File: config.mk
export PLATFORM = sky130hd
export DESIGN_NAME = request_queue
export DESIGN_NICKNAME = d
export VERILOG_FILES = /design/src/rtl/request_queue_pkg.sv /design/src/rtl/rq_entry.sv /design/src/rtl/request_queue.sv
export SDC_FILE = /design/constraint.sdc
export NUM_CORES = 2
export LEC_CHECK = 0
export CAP_MARGIN = 20
export CORE_ASPECT_RATIO = 1.1
export CORE_MARGIN = 3
export CORE_UTILIZATION = 40
export DETAILED_ROUTE_END_ITERATION = 6
export PLACE_DENSITY = 0.67
export RECOVER_POWER = 25
export SYNTH_ARGS = -nofsm -noshare
export SYNTH_HDL_FRONTEND = slang
export SYNTH_SLANG_ARGS = --single-unit
export TNS_END_PERCENT = 10
File: constraint.sdc
create_clock -name clk -period 5.95 [get_ports clk]
set_input_delay 1.4875 -clock clk [delete_from_list [all_inputs] [get_ports clk]]
set_output_delay 1.4875 -clock clk [all_outputs]
set_load 0.05 [all_outputs]
File: src/rtl/request_queue_pkg.sv
// Shared types and sizing for the request queue: parser opcodes, address width,
// queue depth/age defaults and the packed slot layout.
package request_queue_pkg;

    localparam int ADDRESS_WIDTH = 34;
    localparam int RQ_DEPTH      = 16;
    localparam int RQ_AGE_WIDTH  = 16;

    typedef enum logic [2:0] {
        NOP       = 3'd0,
        READ      = 3'd1,
        WRITE     = 3'd2,
        ACTIVATE  = 3'd3,
        PRECHARGE = 3'd4,
        REFRESH   = 3'd5
    } parsed_op_t;

    typedef struct packed {
        parsed_op_t                op;
        logic [ADDRESS_WIDTH-1:0]  addr;
        logic [RQ_AGE_WIDTH-1:0]   age;
    } rq_entry_t;

endpackage

File: src/rtl/rq_entry.sv
// One queue slot: loads a request, clears on pop, and ages (saturating) while it
// holds a request. A slot is occupied exactly when its opcode is not NOP.
module rq_entry
    import request_queue_pkg::*;
#(
    parameter int AGE_WIDTH = RQ_AGE_WIDTH
) (
    input  logic                      clk,
    input  logic                      rst_n,
    input  logic                      load,
    input  logic                      clear,
    input  parsed_op_t                load_op,
    input  logic [ADDRESS_WIDTH-1:0]  load_addr,
    output parsed_op_t                op,
    output logic [ADDRESS_WIDTH-1:0]  addr,
    output logic [AGE_WIDTH-1:0]      age
);

    localparam logic [AGE_WIDTH-1:0] AGE_MAX = {AGE_WIDTH{1'b1}};

    // Slot storage; load wins over clear so a full-queue push+pop can reuse the head slot.
    always_ff @(posedge clk) begin
        if (!rst_n) begin
            op   <= NOP;
            addr <= {ADDRESS_WIDTH{1'b0}};
            age  <= {AGE_WIDTH{1'b0}};
        end else if (load) begin
            op   <= load_op;
            addr <= load_addr;
            age  <= {AGE_WIDTH{1'b0}};
        end else if (clear) begin
            op   <= NOP;
            addr <= {ADDRESS_WIDTH{1'b0}};
            age  <= {AGE_WIDTH{1'b0}};
        end else if ((op != NOP) && (age != AGE_MAX)) begin
            age  <= age + AGE_WIDTH'(1);
        end else begin
            age  <= age;
        end
    end

endmodule

File: src/rtl/request_queue.sv
// In-order circular request queue between the trace parser and the DRAM command
// scheduler, exposing the head entry, its age, occupancy and overflow.
module request_queue
    import request_queue_pkg::*;
#(
    parameter int DEPTH     = RQ_DEPTH,
    parameter int AGE_WIDTH = RQ_AGE_WIDTH
) (
    input  logic                      clk,
    input  logic                      rst_n,
    input  logic                      op_ready_s,
    input  parsed_op_t                opcode,
    input  logic [ADDRESS_WIDTH-1:0]  address,
    output logic                      out_valid,
    input  logic                      out_ready,
    output parsed_op_t                out_opcode,
    output logic [ADDRESS_WIDTH-1:0]  out_address,
    output logic [AGE_WIDTH-1:0]      out_age,
    output logic [$clog2(DEPTH):0]    count,
    output logic                      full,
    output logic                      empty,
    output logic                      overflow
);

    localparam int PTR_W = $clog2(DEPTH);
    localparam int CNT_W = PTR_W + 1;
    localparam logic [CNT_W-1:0] FULL_CNT = CNT_W'(DEPTH);

    logic [PTR_W-1:0]          head_ptr_r;
    logic [PTR_W-1:0]          tail_ptr_r;
    logic                      push_s;
    logic                      pop_s;
    logic                      push_acc_s;
    logic                      reject_s;
    parsed_op_t                slot_op_s   [DEPTH];
    logic [ADDRESS_WIDTH-1:0]  slot_addr_s [DEPTH];
    logic [AGE_WIDTH-1:0]      slot_age_s  [DEPTH];

    // Handshake decode; a full queue still accepts a push when the head leaves this cycle.
    always_comb begin
        push_s     = op_ready_s && (opcode != NOP);
        pop_s      = (count != {CNT_W{1'b0}}) && out_ready;
        push_acc_s = push_s && ((count < FULL_CNT) || pop_s);
        reject_s   = push_s && !push_acc_s;
    end

    // Pointers, occupancy and the overflow pulse.
    always_ff @(posedge clk) begin
        if (!rst_n) begin
            head_ptr_r <= {PTR_W{1'b0}};
            tail_ptr_r <= {PTR_W{1'b0}};
            count      <= {CNT_W{1'b0}};
            overflow   <= 1'b0;
        end else begin
            head_ptr_r <= pop_s      ? head_ptr_r + PTR_W'(1) : head_ptr_r;
            tail_ptr_r <= push_acc_s ? tail_ptr_r + PTR_W'(1) : tail_ptr_r;
            overflow   <= reject_s;
            case ({push_acc_s, pop_s})
                2'b10:   count <= count + CNT_W'(1);
                2'b01:   count <= count - CNT_W'(1);
                default: count <= count;
            endcase
        end
    end

    for (genvar g = 0; g < DEPTH; g++) begin : g_slot
        rq_entry #(
            .AGE_WIDTH (AGE_WIDTH)
        ) u_entry (
            .clk       (clk),
            .rst_n     (rst_n),
            .load      (push_acc_s && (tail_ptr_r == PTR_W'(g))),
            .clear     (pop_s && (head_ptr_r == PTR_W'(g))),
            .load_op   (opcode),
            .load_addr (address),
            .op        (slot_op_s[g]),
            .addr      (slot_addr_s[g]),
            .age       (slot_age_s[g])
        );
    end

    // Head view; vacated slots hold NOP/zero, so an empty queue reads back as zeros.
    always_comb begin
        out_opcode  = slot_op_s[head_ptr_r];
        out_address = slot_addr_s[head_ptr_r];
        out_age     = slot_age_s[head_ptr_r];
        empty       = (count == {CNT_W{1'b0}});
        full        = (count == FULL_CNT);
        out_valid   = !empty;
    end

endmodule

==> results.md <==
- Status: finished, violations left
- Failing checks: capacitance limit, slew limit
- Slowest stage cell, crit path: clkbuf_1
- Crit path max-delay family: buffers and inverters
- WP data required: between 6 and 7 ns
- Hold_buf cts: 0
- Psw: 3860 uW
- Main area contributors after synthesis: dfxtp_1, mux4_2, nand3_1
- Number of detailed-route iterations in the first pass: 6
- CP Data Arrival Time: 6.00 ns
- Number of global-route vias before repair: 29835
- TNS Setup: 0 ns
- P per Cell Area: 318 nW/um^2
- RSZ-0062 raised after global routing: false
- Vias: 31751
- Gpl congestion: 0.899
- Synth top area share: 0.445
- PostCTS Resize Cnt: 0
- Maximum VDD drop: 0.000388 V
- DR iter-0 viols: approximately 3200
- Crit path buf inv count: 2
- Final Max Slew Viols: 307
- Mapped Cells: 3969
- Largest family of logic cells by synthesized area: simple AND/OR/NAND/NOR gates
- WS Path Type: in -> reg
- H-tree level count: 3
- GR Overflow Total: 0
- Max-Slew Margin vs Limit: -0.837
- DIE AREA: just over 100000 sq um
- Synth cell count leaders: dfxtp_1, nand3_1, o21ai_0, nor2_1, mux4_2
- Asr flop ratio synth: 0
- Clock network fraction of total power: 0.423
- Design area: 43600 sq um
- Detailed-route DRC error count: 0
- Critical path's largest stage delay: between 1.5 and 2 ns
- Via density: 6.05
- Area fraction in compound gates after synthesis: 0.110
- Final hold vios: 0
- CTS tree: done
- Post-Synth XOR/XNOR Area: 0.0445
- Hold Path Class: reg -> reg
- Syn Nets: 4038
- Clock Tree Root: clkbuf_16
- Most frequent cell after synthesis: dfxtp_1
- Starting Density: 0.405
- Max cap viols: 8
- Global Route Usage Sum: 0.231
- Skew final: around 0.026 ns
- Area after DPL: 40600 sq um
- Die extent in x: slightly above 300 um
- Critical path cell sequence: dlygate4sd3_1 -> nand2_1 -> o31a_2 -> clkbuf_1 -> nand2_1 -> a311oi_1
- Power Total: 13900 uW
- CTS max path bufs: 3
- Yosys reg bits: 862
- Layout Nets: 3965
- Global-route wire length before repair: roughly 180 mm
- Worst setup EP type: flop
- Clock slew at reported path FFs: 0.06 ns
- Crit path top cell by count: nand2_1
- Core footprint: 95900 sq um
- Area growth from synthesis to layout: 12.4%
- Synth Area in Simple Gates: 0.192
- Synth cell types: between 70 and 80
- Largest net degree at the start of global routing: 75
- Number of port buffers: 102
- CTS sink count: about 860
- Routed length per instance: 22.5 um
- Synth Flop Type: dfxtp_1
- Internal power: 10000 uW
- Post-synth top area cell: dfxtp_1
- Multiplexer area fraction after synthesis: 0.158
- Num ports: 103
- Post-Route WL: 118 mm
- Max Clk Rate: 184 MHz
- Share of layout cells above drive strength 1: 0.128
- Clk_lat worst skew: roughly 0.67 ns
- Rows: around 120
- Max FO, Critical Path: 38
- Fin crit share: 0.916
- Die Ht: 333 um
- Seq/Total Area, Yosys: 0.445
- Initial antenna violation count: 6
- Adder-cell share of the synthesized area: 0.00903
- Synthesis Warnings: 0
- Post-synthesis cell area: 38800 sq um
- Fin crit period: ~5.4 ns
- Mapped Avg Cell Area: ~10 sq um
- Power share of the combinational group: 0.146
- Crit start category: input pin
- DP HPWL: 73.4 mm
- Final setup fails: 0
- Sequential share of power: 0.431
- Routed Antenna Nets: 0
- Post-CTS setup buffer count: 0
- Worst-Margin Slew: 2.75 ns
- CTS buffer count: 94
- Leak Pwr: about 0.014 uW
- Switching share of power: 0.279
- Number of synthesized flops with an enable pin: 0
## kinds of logic (layout without fill, tap and decap cells)
logic type | after synthesis | count (layout)
AND/OR/NAND/NOR | 1499 | 1499
AO/OA/AOI/OAI | 749 | 749
adder cells (fa/ha/maj) | 28 | 28
other | 0 | 4
XOR/XNOR | 197 | 197
flip-flops | 862 | 862
multiplexers | 282 | 282
buffers and inverters | 352 | 354
## cell type report
cell class / instances / area, sq um
Fill cell: 9021 / 52300
Multi-Input combinational cell: 2755 / 20000
Sequential cell: 862 / 17300
Clock buffer: 144 / 2800
Tap cell: 1270 / 1590
Timing Repair Buffer: 162 / 1530
Clock inverter: 27 / 309
Inverter: 21 / 80.1
Antenna cell: 4 / 10.0
## worst register-to-register path, cell delays in order (launching register included)
cell and delay (ns):
dfxtp_4 0.90, buf_4 0.49, nand2_1 0.18, o31ai_1 1.79, clkbuf_1 1.42, o22ai_1 0.27
## routing by layer
metal,track usage,up-vias,wire [um]
met3,0.0337,263,9400
met4,0.101,0,5120
met1,0.311,15547,48900
li1,-,14621,-
met5,0,-,0
met2,0.368,1320,54600
## through the flow
stage | hold WS, ns | instances | setup slack, ns | util
after floorplan | 0.432 | 3969 | 2.12 | -
after global placement | 0.438 | 5067 | 1.02 | 0.423
after detailed placement | 0.447 | 5067 | 1.00 | 0.423
after CTS | 0.455 | 5238 | 0.609 | 0.456
after global routing | 0.463 | 5243 | 0.379 | 0.455
final | 0.453 | 5245 | 0.503 | 0.455
## power groups by stage
stage	Combinational (uW)	Clock [uW]	Sequential, uW
2_1_floorplan	1400	0	6080
5_1_grt	2140	6200	5990
6_report	2020	5860	5980
3_5_place_dp	2060	0	6110
4_1_cts	2060	5960	5980
3_3_place_gp	2050	0	6100
## final timing paths
kind / start / endpoint / slack (ns) / cells after the start
max: out_ready / g_slot[14].u_entry.age[2] / 0.50 / 6
max reg2reg: head_ptr_r[3] / g_slot[15].u_entry.addr[6] / 0.67 / 5
min: g_slot[15].u_entry.addr[21] / g_slot[15].u_entry.addr[21] / 0.45 / 2
min reg2reg: g_slot[15].u_entry.addr[21] / g_slot[15].u_entry.addr[21] / 0.45 / 2
## layout by cell type (no fill, tap or decap), types with 14 or more instances in the layout
cell	Yosys	layout
nor2_1	291	291
buf_4	27	46
mux4_2	265	265
and3_1	44	43
clkdlybuf4s50_1	0	94
o22ai_1	39	39
clkinv_2	1	14
dfxtp_1	862	858
inv_1	20	20
o21ai_1	36	30
o21ai_0	515	522
xor2_1	80	80
ha_1	28	28
nand3_1	622	617
and4_1	27	27
nand2_1	190	190
clkbuf_8	0	20
nor3_1	96	96
clkbuf_1	146	31
a32o_1	37	37
or3_1	20	20
clkbuf_16	0	97
nor3b_1	15	15
xnor2_1	117	117
nor4_1	30	30
a21oi_1	32	32
nand4_1	93	93
mux2i_1	17	17
## state kept, by name (all words and copies together), names as in the netlist
register	cells
count	5
g_slot.u_entry.addr	544
g_slot.u_entry.age	256
g_slot.u_entry.op	48
head_ptr_r	4
overflow	1
tail_ptr_r	4
Power figures use the tool's default switching activity.
